## config.mk

```make
export PLATFORM = sky130hd
export DESIGN_NAME = hf_pair_writer
export DESIGN_NICKNAME = d
export VERILOG_FILES = /design/src/rtl/hf_pair_writer.sv
export SDC_FILE = /design/constraint.sdc
export NUM_CORES = 1
export LEC_CHECK = 0
export BUFFER_PORTS_ARGS = -buffer_cell sky130_fd_sc_hd__buf_2
export CORE_ASPECT_RATIO = 1.75
export CORE_UTILIZATION = 30
export CTS_CLUSTER_SIZE = 25
export DETAILED_ROUTE_END_ITERATION = 6
export PLACE_DENSITY = 0.5
export SKIP_LAST_GASP = 1
export SYNTH_ARGS = -nofsm -noshare
export SYNTH_HDL_FRONTEND = slang
export SYNTH_SLANG_ARGS = --single-unit
```

## constraint.sdc

```tcl
create_clock -name clk -period 4.3 [get_ports clk]
set_input_delay 0.215 -clock clk [delete_from_list [all_inputs] [get_ports clk]]
set_output_delay 0.215 -clock clk [all_outputs]
set_load 0.01 [all_outputs]
```

## src/rtl/hf_pair_writer.sv

```systemverilog
// Huffman pair writer: queues decoded (x,y) pairs and streams them to sample memory.
// Optional zero fill of the tail region is built when HF_ZERO_FILL_EN is defined.
module hf_pair_writer (
  input  logic               clk,
  input  logic               rst,
  input  logic               start,
  input  logic [8:0]         big_values,
  input  logic               pair_valid,
  input  logic signed [15:0] x_val,
  input  logic signed [15:0] y_val,
  output logic               pair_ready,
  output logic               wr_en,
  output logic [9:0]         wr_addr,
  output logic signed [15:0] wr_data,
  output logic               busy,
  output logic               done,
  output logic               err
);

  typedef enum logic [1:0] {
    IDLE,
    RUN,
    FILL,
    FINISH
  } state_t;

  state_t state, state_nx;

  logic [8:0] target;
  logic [8:0] accepted;
  logic [8:0] written;
  logic [2:0] count;
  logic [1:0] rd_ptr;
  logic [1:0] wr_ptr;
  logic       phase;

  logic signed [15:0] fx [4];
  logic signed [15:0] fy [4];

  logic               push;
  logic               pop;
  logic               have;
  logic               run_done;
  logic signed [15:0] head_x;
  logic signed [15:0] head_y;

`ifdef HF_ZERO_FILL_EN
  logic [9:0] fill_ptr;
`endif

  assign busy       = (state != IDLE);
  assign done       = (state == FINISH);
  assign pair_ready = (state == RUN) && (count < 3'd4)
                      && (accepted < target);
  assign push       = pair_valid && pair_ready;
  // phase=1 means the head's x is out and its y goes next
  assign pop        = (state == RUN) && phase;
  assign have       = (count != 3'd0) || push;
  assign head_x     = (count == 3'd0) ? x_val : fx[rd_ptr];
  assign head_y     = fy[rd_ptr];
  assign run_done   = (written == target) && (count == 3'd0);

  always_ff @(posedge clk) begin
    if (rst) state <= IDLE;
    else     state <= state_nx;
  end

  always_comb begin
    state_nx = state;
    case (state)
      IDLE: begin
        if (start) state_nx = RUN;
      end
      RUN: begin
        if (run_done) begin
`ifdef HF_ZERO_FILL_EN
          state_nx = FILL;
`else
          state_nx = FINISH;
`endif
        end
      end
`ifdef HF_ZERO_FILL_EN
      FILL: begin
        if (fill_ptr >= 10'd575) state_nx = FINISH;
      end
`endif
      FINISH: state_nx = IDLE;
      default: state_nx = IDLE;
    endcase
  end

  always_ff @(posedge clk) begin
    if (push) begin
      fx[wr_ptr] <= x_val;
      fy[wr_ptr] <= y_val;
    end
  end

  always_ff @(posedge clk) begin
    if (rst) begin
      target   <= '0;
      accepted <= '0;
      written  <= '0;
      count    <= '0;
      rd_ptr   <= '0;
      wr_ptr   <= '0;
      phase    <= 1'b0;
      wr_en    <= 1'b0;
      wr_addr  <= '0;
      wr_data  <= '0;
      err      <= 1'b0;
`ifdef HF_ZERO_FILL_EN
      fill_ptr <= '0;
`endif
    end else begin
      wr_en <= 1'b0;
      if (pair_valid && !pair_ready && busy) err <= 1'b1;
      if (state == IDLE && start) begin
        target   <= (big_values > 9'd288) ? 9'd288 : big_values;
        accepted <= '0;
        written  <= '0;
        count    <= '0;
        rd_ptr   <= '0;
        wr_ptr   <= '0;
        phase    <= 1'b0;
        wr_addr  <= '0;
        err      <= 1'b0;
      end else begin
        if (push) begin
          wr_ptr   <= wr_ptr + 2'd1;
          accepted <= accepted + 9'd1;
        end
        if (state == RUN && have) begin
          wr_en   <= 1'b1;
          wr_addr <= {written, phase};
          wr_data <= phase ? head_y : head_x;
          phase   <= ~phase;
          if (phase) begin
            rd_ptr  <= rd_ptr + 2'd1;
            written <= written + 9'd1;
          end
        end
        count <= count + {2'b0, push} - {2'b0, pop};
`ifdef HF_ZERO_FILL_EN
        if (state == RUN && run_done) fill_ptr <= {target, 1'b0};
        if (state == FILL && fill_ptr < 10'd576) begin
          wr_en    <= 1'b1;
          wr_addr  <= fill_ptr;
          wr_data  <= '0;
          fill_ptr <= fill_ptr + 10'd1;
        end
`endif
      end
    end
  end

endmodule

```

==> impl_metrics.csv, run 1 <==
group,metric,value,unit
drt,vias,5175,
setup_path,critPathKind,"flip-flop to flip-flop",
placed_design,gp_congestion,0.858,
clocking,cts_tree,"yes",
drt,drt_wl_total,19700,µm
floorplanning,fp.dieH,220,µm
clocking,h-tree-depth,4,
floorplanning,die-area,27900,µm²
clocking,cts_root_buf,"clkbuf_16",
clocking,post_cts_resized,0,
sta,hold_viol,0,
yosys,synth-edff-count,128,
yosys,synthFlopType,"edfxtp_1",
power_and_ir_drop,vdd_drop_max,274,µV
sta,slew_headroom,33.8,%
power_and_ir_drop,total_power,3.99,mW
sta,rsz0062_at_grt,"no",
layout,fin_nets,758,
setup_path,crit-reg2reg-launch,"target[6]$_SDFFE_PP0P_",
sta,final_max_slew_viol_count,0,
clocking,clockBufferDepth,2,
sta,tns,0,ns
power_and_ir_drop,leakagePower,3.57,nW
sta,fin_skew,0.0114,ns
placed_design,dp_hpwl,13000,µm
grt,grt_pass1_wl,30700,µm
grt,grt.overflow.total,0,
grt,grt_pass1_vias,5559,
clocking,cts_setup_buffers,0,
sta,post-route-min-period,3.23,ns
layout,fillers,2582,
power_and_ir_drop,intPower,3.07,mW
layout,synthToLayoutAreaGrowth,21.2,%
power_and_ir_drop,comb_power_share,6.8,%
sta,hold_ws,0.0261,ns
floorplanning,initial_core_util,30.6,%
floorplanning,io_pins,76,
setup_path,path_cells,"inv_1 > ha_1 > a21oi_1 > o2111ai_1 > a211oi_2 > buf_4 > inv_2 > ha_1 > inv_1 > ha_1 > inv_1 > fa_1 > xor2_1 > xnor2_1 > nor2_1",
setup_path,cp_slowest_cell,"dfxtp_1",
layout,stdcell_count,1033,
drt,drtIter0Drc,290,
worst_hold_path,hold_path_class,"primary input to flip-flop",
grt,grt_antenna_before_repair,0,
clocking,cts.sinks,195,
clocking,cts_inserted_buffers,17,
grt,grt_max_degree,54,
drt,antenna_left,0,
worst_hold_path,holdCritStartpoint,"x_val[6]",
drt,wl_per_cell,19.0,µm
floorplanning,fp-row-count,79,
placed_design,io_buffer_count,75,
sta,max_freq,0.309,GHz
flow_run,drv_cap,0,
setup_path,worst-path-max-fanout,16,
setup_path,critPathLaunch,"target[6]$_SDFFE_PP0P_",
power_and_ir_drop,clkPwrFrac,42.0,%
placed_design,place_inst,965,
setup_path,arrival,3.55,ns
clocking,postCtsHoldBufs,36,
yosys,synthArstFlopShare,0,%
drt,drc,0,
setup_path,crit_required,4.62,ns
setup_path,crit_path_end_kind,"flip-flop",
yosys,syn-num-nets,648,
setup_path,start_kind,"flip-flop",
setup_path,slowest_delay,0.37,ns
layout,drive_gt1_share,22.4,%
layout,fin_util,37.1,%
power_and_ir_drop,swShare,23.0,%
yosys,synth_cells,586,
clocking,clkLatencyLatePin,0.45,ns
yosys,syn_area_per_cell,14.0,µm²
yosys,synth_area,8180,µm²
layout,n_antenna_cell,0,
yosys,synth-seq-area-share,63.4,%
power_and_ir_drop,power_density,403,nW/µm²
drt,dr.pass1.iters,4,
power_and_ir_drop,seq_power_share,51.2,%
sta,post-route-period-util,75.2,%
yosys,yosysWarnings,0,
yosys,ys_types,47,
sta,setup-violations-final,0,
clocking,path_clk_slew,0.08,ns
floorplanning,core_area,26700,µm²
run_status,status,"complete, no violations",
yosys,ys_ff_latch,195,
power_and_ir_drop,switching_power,916,µW
drt,via_per_inst,5.01,
sta,tightest_slew,0.993,ns
grt,track_usage,15.0,%
floorplanning,fp.dieW,127,µm
## registers in the layout (all words and copies together), names as in the netlist, named ones only
name	cells
wr_addr	10
fy	64
wr_data	16
count	3
state	2
fx	64
err	1
accepted	9
target	9
phase	1
written	9
rd_ptr	2
wr_en	1
wr_ptr	2
## worst paths after layout
kind | end | slack, ns | cells past startpoint
setup / recovery | count[2]$_SDFF_PP0_ | 1.07 | 15
hold / removal | fx[2][6]$_DFFE_PP_ | 0.03 | 1
setup reg to reg | count[2]$_SDFF_PP0_ | 1.07 | 15
hold reg to reg | wr_addr[6]$_SDFFE_PP0P_ | 0.46 | 2
## cell usage after synthesis (all sizes together) (8+ instances only)
cell type / count / area, µm²
a21oi: 15 / 75.1
a311o: 16 / 160
and2: 8 / 50.1
buf: 9 / 46.3
clkbuf: 23 / 86.3
dfxtp: 67 / 1340
edfxtp: 128 / 3840
ha: 16 / 200
inv: 17 / 63.8
mux2i: 38 / 380
mux4: 32 / 721
nand2: 72 / 270
nand2b: 17 / 106
nand3: 9 / 45.0
nand4: 8 / 50.1
nor2: 31 / 116
or3: 15 / 93.8
xnor2: 9 / 78.8
## placed cells by master (no fill, tap or decap), types with 5 or more instances in the layout
| master | netlist | routed |
|---|---|---|
| nor2_1 | 31 | 30 |
| dfxtp_1 | 67 | 65 |
| buf_2 | 7 | 75 |
| a311o_1 | 16 | 16 |
| nand4_1 | 8 | 8 |
| a211oi_1 | 6 | 6 |
| inv_1 | 16 | 16 |
| edfxtp_1 | 128 | 128 |
| buf_4 | 1 | 12 |
| o21ai_0 | 6 | 5 |
| ha_1 | 16 | 16 |
| nand2b_1 | 17 | 17 |
| a21oi_1 | 15 | 15 |
| a22o_1 | 5 | 5 |
| clkbuf_16 | 0 | 17 |
| dlygate4sd3_1 | 0 | 36 |
| mux2i_1 | 38 | 38 |
| or3_1 | 15 | 15 |
| mux4_2 | 32 | 32 |
| nand3_1 | 9 | 9 |
| and2_1 | 8 | 8 |
| nand2_1 | 72 | 72 |
| xnor2_1 | 9 | 9 |
| xor2_1 | 5 | 5 |
## logic make-up (layout without fill, tap and decap cells)
family | count (synthesis) | in the layout | share of synthesized area, %
flops | 195 | 195 | 63.4
mux | 70 | 70 | 13.5
buf+inv | 49 | 172 | 2.40
simple gates | 175 | 175 | 10.4
xor+xnor | 14 | 14 | 1.50
compound gates | 66 | 66 | 6.11
fa+ha+maj | 17 | 17 | 2.69
## power by group through the flow
stage | clock network (mW) | registers, mW | logic [mW]
finish | 1.68 | 2.04 | 0.270
floorplan | 0 | 2.08 | 0.145
global route | 1.79 | 2.05 | 0.299
global placement | 0 | 2.08 | 0.241
CTS | 1.73 | 2.04 | 0.276
detailed placement | 0 | 2.09 | 0.248
## metrics by stage
stage               setup WS (ns)  cell area (µm²)
floorplan                    1.32             8180
global placement             1.21             8930
detailed placement           1.09             8930
CTS                          1.08             9910
global route                0.824             9910
finish                       1.07             9910
## routing by layer
layer / vias up / GRT usage [%] / part of all wire, %
li1: 2420 / - / -
met1: 2605 / 15.1 / 38
met2: 113 / 28.4 / 55
met3: 37 / 3.38 / 3.2
met4: 0 / 7.98 / 3.8
met5: - / 0 / 0
## worst max-delay path, delay by kind of cell, from the launching register on
kind	cells	cell delay [ns]
XOR/XNOR	2	0.32
buffers and inverters	5	0.55
AND/OR/NAND/NOR	1	0.06
AO/OA/AOI/OAI	3	0.67
flip-flops	1	0.37
adder cells (fa/ha/maj)	4	1.11
## final cells by class
cell class,count,area [µm²],share of cell area [%]
Sequential cell,195,5190,52.4
Inverter,17,63.8,0.644
Clock inverter,15,195,1.97
Clock buffer,17,425,4.29
Timing Repair Buffer,123,826,8.33
Tap cell,324,405,4.09
Multi-Input combinational cell,342,2810,28.3
(Power assumes the default switching activity.)
==> run 2, diff against run 1 <==
--- a/config.mk
+++ b/config.mk
@@ -10,7 +10,7 @@
 export CORE_UTILIZATION = 30
 export CTS_CLUSTER_SIZE = 25
 export DETAILED_ROUTE_END_ITERATION = 6
-export PLACE_DENSITY = 0.5
+export PLACE_DENSITY = 0.52
 export SKIP_LAST_GASP = 1
 export SYNTH_ARGS = -nofsm -noshare
 export SYNTH_HDL_FRONTEND = slang
==> constraint.sdc (replaced) <==
create_clock -name clk -period 2.6 [get_ports clk]
set_input_delay 0.13 -clock clk [delete_from_list [all_inputs] [get_ports clk]]
set_output_delay 0.13 -clock clk [all_outputs]
set_load 0.01 [all_outputs]
==> impl_metrics.csv, run 2 (synthesized netlist as in run 1, its figures left out) <==
group,metric,value,unit
run_status,status,"complete, no violations",
setup_path,arrival,2.90,ns
power_and_ir_drop,leakagePower,3.74,nW
clocking,h-tree-depth,4,
layout,synthToLayoutAreaGrowth,25.7,%
sta,fin_skew,0.00822,ns
layout,n_antenna_cell,0,
floorplanning,core_area,26700,µm²
sta,setup-violations-final,0,
setup_path,worst-path-buf-inv,4,
drt,wl_per_cell,18.4,µm
floorplanning,fp.dieW,127,µm
floorplanning,initial_core_util,30.6,%
layout,final_common_cell,"edfxtp_1",
drt,via_per_inst,4.92,
setup_path,cp_common_cell,"inv_2",
drt,antenna_left,0,
floorplanning,fp-row-count,79,
floorplanning,die-area,27900,µm²
sta,max_freq,0.385,GHz
flow_run,drv_cap,0,
drt,vias,5238,
layout,register_area,5190,µm²
worst_hold_path,hold_path_class,"primary input to flip-flop",
drt,drtIter0Drc,284,
sta,post-route-min-period,2.60,ns
setup_path,path_cells,"inv_2 > ha_4 > nor4b_4 > o2111ai_2 > a211oi_4 > inv_2 > ha_4 > inv_2 > ha_4 > inv_2 > fa_2 > xor2_1 > xnor2_1 > nor2_1",
clocking,cts_root_buf,"clkbuf_16",
clocking,clockBufferDepth,2,
grt,grt_antenna_before_repair,0,
grt,grt_pass1_vias,5668,
setup_path,worst-path-max-fanout,2,
setup_path,crit_required,2.90,ns
power_and_ir_drop,power_density,627,nW/µm²
power_and_ir_drop,total_power,6.44,mW
drt,drt_wl_total,19500,µm
sta,slew_headroom,53.8,%
setup_path,critPathKind,"flip-flop to flip-flop",
clocking,cts_tree,"yes",
sta,hold_viol,0,
drt,dr.pass1.iters,4,
sta,final_max_slew_viol_count,0,
sta,post-route-period-util,99.9,%
setup_path,cp_slowest_cell,"dfxtp_2",
setup_path,crit_family,"adder cells",
grt,grt_pass1_wl,31100,µm
clocking,path_clk_slew,0.07,ns
drt,drc,0,
layout,fin_util,38.5,%
sta,tns,0,ns
placed_design,gp_congestion,0.794,
setup_path,crit_path_end_kind,"flip-flop",
layout,fin_nets,790,
layout,multiInputGateArea,2890,µm²
floorplanning,io_pins,76,
setup_path,slowest_delay,0.34,ns
placed_design,io_buffer_count,75,
sta,rsz0062_at_grt,"yes",
grt,track_usage,15.0,%
floorplanning,fp.dieH,220,µm
placed_design,pre_cts_ws,-0.0722,ns
layout,largestRegisters,"fx x64, fy x64, wr_data x16",
sta,hold_ws,0.0322,ns
sta,timing.final.ws_setup,0.00199,ns
setup_path,start_kind,"flip-flop",
grt,grt_max_degree,44,
power_and_ir_drop,vdd_drop_max,451,µV
clocking,cts_inserted_buffers,17,
clocking,cts.sinks,195,
placed_design,dp_hpwl,13100,µm
sta,tightest_slew,0.693,ns
grt,grt.overflow.total,0,
layout,fillers,2553,
layout,layout_common_cells,"edfxtp_1, buf_2, nand2_1",
layout,drive_gt1_share,27.1,%
clocking,clkLatencyLatePin,0.43,ns
[run 2: cell types whose count changed in the layout (fill, tap and decap cells not counted), moves of 4 or more]
cell / previous run / this run
buf_4: 12 / 34
ha_4: 0 / 4
and2_2: 0 / 4
buf_12: 0 / 7
and2_1: 8 / 4
ha_1: 16 / 12
[run 2: timing repair]
action                                  in CTS  in global routing
endpoints found under the setup margin       1                  2
gates resized for setup                      1                  2
endpoints found under the hold margin      135                  0
hold buffers                                39                  0
pin swaps                                    7                  2
setup buffers                                2                  0
[run 2: final timing paths]
kind,from,end,slack [ns],cells past startpoint
max,target[8]$_SDFFE_PP0P_,count[2]$_SDFF_PP0_,0.002,14
min reg2reg,wr_addr[6]$_SDFFE_PP0P_,wr_addr[6]$_SDFFE_PP0P_,0.45,2
min,big_values[5],target[5]$_SDFFE_PP0P_,0.03,3
max reg2reg,target[8]$_SDFFE_PP0P_,count[2]$_SDFF_PP0_,0.002,14
[run 2: worst min-delay path, stage by stage]
cell	delay, ns
buf_2	0.09
o22ai_1	0.09
nor2_1	0.11
[run 2: power breakdown]
part           total (mW)  leakage (nW)  internal, mW  switching [mW]
sequential           3.38          1.70          3.35          0.0253
combinational       0.519          1.77         0.238           0.280
clock                2.55         0.271          1.41            1.13
[run 2: stage by stage]
step | instances | instance area [µm²]
2_1_floorplan | 586 | 8250
3_3_place_gp | 992 | 9280
3_5_place_dp | 992 | 9280
4_1_cts | 1065 | 10300
5_1_grt | 1065 | 10300
6_report | 1065 | 10300
[run 2: cell type report]
cell class,count,share of cell area [%]
sequential,195,50.5
multi-input combinational,342,28.1
timing repair buffer,155,11.3
clock buffer,23,4.65
tap,324,3.94
clock inverter,9,0.937
inverter,17,0.621
[run 2: routing by layer]
metal / part of all wire, % / GRT usage, % / vias to the layer above / routed length [µm]
met5: 0 / 0 / - / 0
met4: 2.3 / 5.56 / 0 / 440
met3: 2.8 / 2.83 / 29 / 543
met2: 57 / 29.2 / 104 / 11100
met1: 38 / 15.9 / 2615 / 7500
li1: - / - / 2490 / -
==> run 3, diff against run 2 <==
==> constraint.sdc (replaced) <==
create_clock -name clk -period 2.6 [get_ports clk]
set_input_delay 0.13 -clock clk [delete_from_list [all_inputs] [get_ports clk]]
set_output_delay 0.13 -clock clk [all_outputs]
set_load 0.1 [all_outputs]
==> impl_metrics.csv, run 3 (synthesized netlist as in run 1, its figures left out) <==
group,metric,value,unit
run_status,status,"complete, no violations",
clocking,h-tree-depth,4,
drt,drtIter0Drc,293,
floorplanning,fp.dieH,220,µm
setup_path,start_kind,"flip-flop",
layout,fillers,2543,
setup_path,crit_path_end_kind,"flip-flop",
setup_path,worst-path-max-fanout,2,
sta,tns,0,ns
drt,drt_wl_total,20300,µm
sta,rsz0062_at_grt,"yes",
setup_path,cp_slowest_cell,"fa_2",
floorplanning,initial_core_util,30.6,%
worst_hold_path,hold_path_class,"primary input to flip-flop",
clocking,clkLatencyLatePin,0.44,ns
placed_design,io_buffer_count,75,
floorplanning,core_area,26700,µm²
placed_design,dp_hpwl,13600,µm
sta,tightest_slew,0.714,ns
setup_path,arrival,2.90,ns
sta,hold_viol,0,
power_and_ir_drop,total_power,6.54,mW
power_and_ir_drop,leakagePower,3.72,nW
floorplanning,fp-row-count,79,
layout,largestRegisters,"fx x64, fy x64, wr_data x16",
layout,synthToLayoutAreaGrowth,25.7,%
drt,dr.pass1.iters,4,
layout,fin_nets,788,
grt,grt_antenna_before_repair,0,
grt,grt.overflow.total,0,
setup_path,worst-path-buf-inv,4,
layout,layout_common_cells,"edfxtp_1, buf_2, nand2_1",
grt,grt_pass1_vias,5635,
grt,track_usage,15.5,%
sta,max_freq,0.387,GHz
sta,final_max_slew_viol_count,0,
drt,wl_per_cell,19.1,µm
sta,fin_skew,0.00880,ns
layout,multiInputGateArea,2890,µm²
floorplanning,io_pins,76,
floorplanning,fp.dieW,127,µm
drt,vias,5308,
setup_path,slowest_delay,0.34,ns
placed_design,gp_congestion,0.814,
sta,setup-violations-final,0,
layout,register_area,5190,µm²
clocking,cts_root_buf,"clkbuf_16",
setup_path,path_cells,"inv_1 > ha_4 > a21oi_2 > o2111ai_2 > a211oi_4 > inv_2 > ha_4 > inv_2 > ha_4 > inv_2 > fa_2 > xor2_2 > xnor2_1 > nor2_1",
clocking,cts_tree,"yes",
drt,antenna_left,0,
drt,via_per_inst,4.99,
setup_path,critPathKind,"flip-flop to flip-flop",
drt,drc,0,
floorplanning,die-area,27900,µm²
layout,n_antenna_cell,0,
sta,slew_headroom,52.1,%
grt,grt_pass1_wl,31700,µm
power_and_ir_drop,power_density,636,nW/µm²
flow_run,drv_cap,0,
power_and_ir_drop,vdd_drop_max,487,µV
setup_path,crit_family,"adder cells",
setup_path,crit_required,2.91,ns
clocking,cts.sinks,195,
layout,final_common_cell,"edfxtp_1",
layout,drive_gt1_share,27.3,%
grt,grt_max_degree,45,
clocking,cts_inserted_buffers,17,
clocking,clockBufferDepth,2,
sta,post-route-min-period,2.58,ns
sta,post-route-period-util,99.4,%
clocking,path_clk_slew,0.07,ns
## run 3: layer usage
layer  GRT usage [%]  share of wire, %  up-vias
met5               0                 0        -
met4            6.67               2.7        0
met3            3.53               3.7       26
met2            29.4                55      134
met1            16.3                39     2663
li1                -                 -     2485
## run 3: timing repair
action	CTS	global route
resized for setup	0	4
setup buffers	0	1
hold endpoints to repair	136	0
hold buffers	40	0
endpoints found under the setup margin	0	2
## run 3: worst reg2reg max path: stages (launching register included)
cell,delay (ns)
dfxtp_1,0.33
inv_1,0.07
ha_4,0.22
a21oi_2,0.18
o2111ai_2,0.19
a211oi_4,0.28
inv_2,0.08
ha_4,0.22
inv_2,0.06
ha_4,0.11
inv_2,0.03
fa_2,0.34
xor2_2,0.16
xnor2_1,0.14
nor2_1,0.05
## run 3: area by class of cell
| cell class | instances | area share, % |
|---|---|---|
| inverters | 17 | 0.621 |
| clock buffers | 19 | 4.31 |
| clock inverters | 13 | 1.24 |
| well taps | 324 | 3.95 |
| multi-input cells | 342 | 28.2 |
| flip-flops and latches | 195 | 50.5 |
| repair buffers | 153 | 11.2 |
## run 3: final timing paths
check	startpoint	end	slack [ns]	cells past startpoint
worst min register to register	wr_addr[5]$_SDFFE_PP0P_	wr_addr[5]$_SDFFE_PP0P_	0.46	2
worst max register to register	target[6]$_SDFFE_PP0P_	count[2]$_SDFF_PP0_	0.02	14
worst max-delay path	target[6]$_SDFFE_PP0P_	count[2]$_SDFF_PP0_	0.02	14
worst min-delay path	big_values[7]	target[7]$_SDFFE_PP0P_	0.03	3
## run 3: where the power goes
part	internal [mW]	switching, mW
Sequential	3.35	0.0273
Combinational	0.229	0.377
Clock	1.36	1.19
Total	4.94	1.60
## run 3: metrics by stage
| step | setup slack (ns) | std cells | util (%) | area, µm² | hold WS [ns] |
|---|---|---|---|---|---|
| after floorplan | -0.151 | 586 | - | 8250 | 0.229 |
| after global placement | 0.0660 | 990 | 34.7 | 9270 | 0.345 |
| after detailed placement | 0.0180 | 990 | 34.7 | 9270 | 0.351 |
| after CTS | 0.00447 | 1062 | 38.4 | 10200 | 0.00575 |
| after global routing | -0.166 | 1063 | 38.5 | 10300 | 0.0156 |
| final | 0.0153 | 1063 | 38.5 | 10300 | 0.0331 |
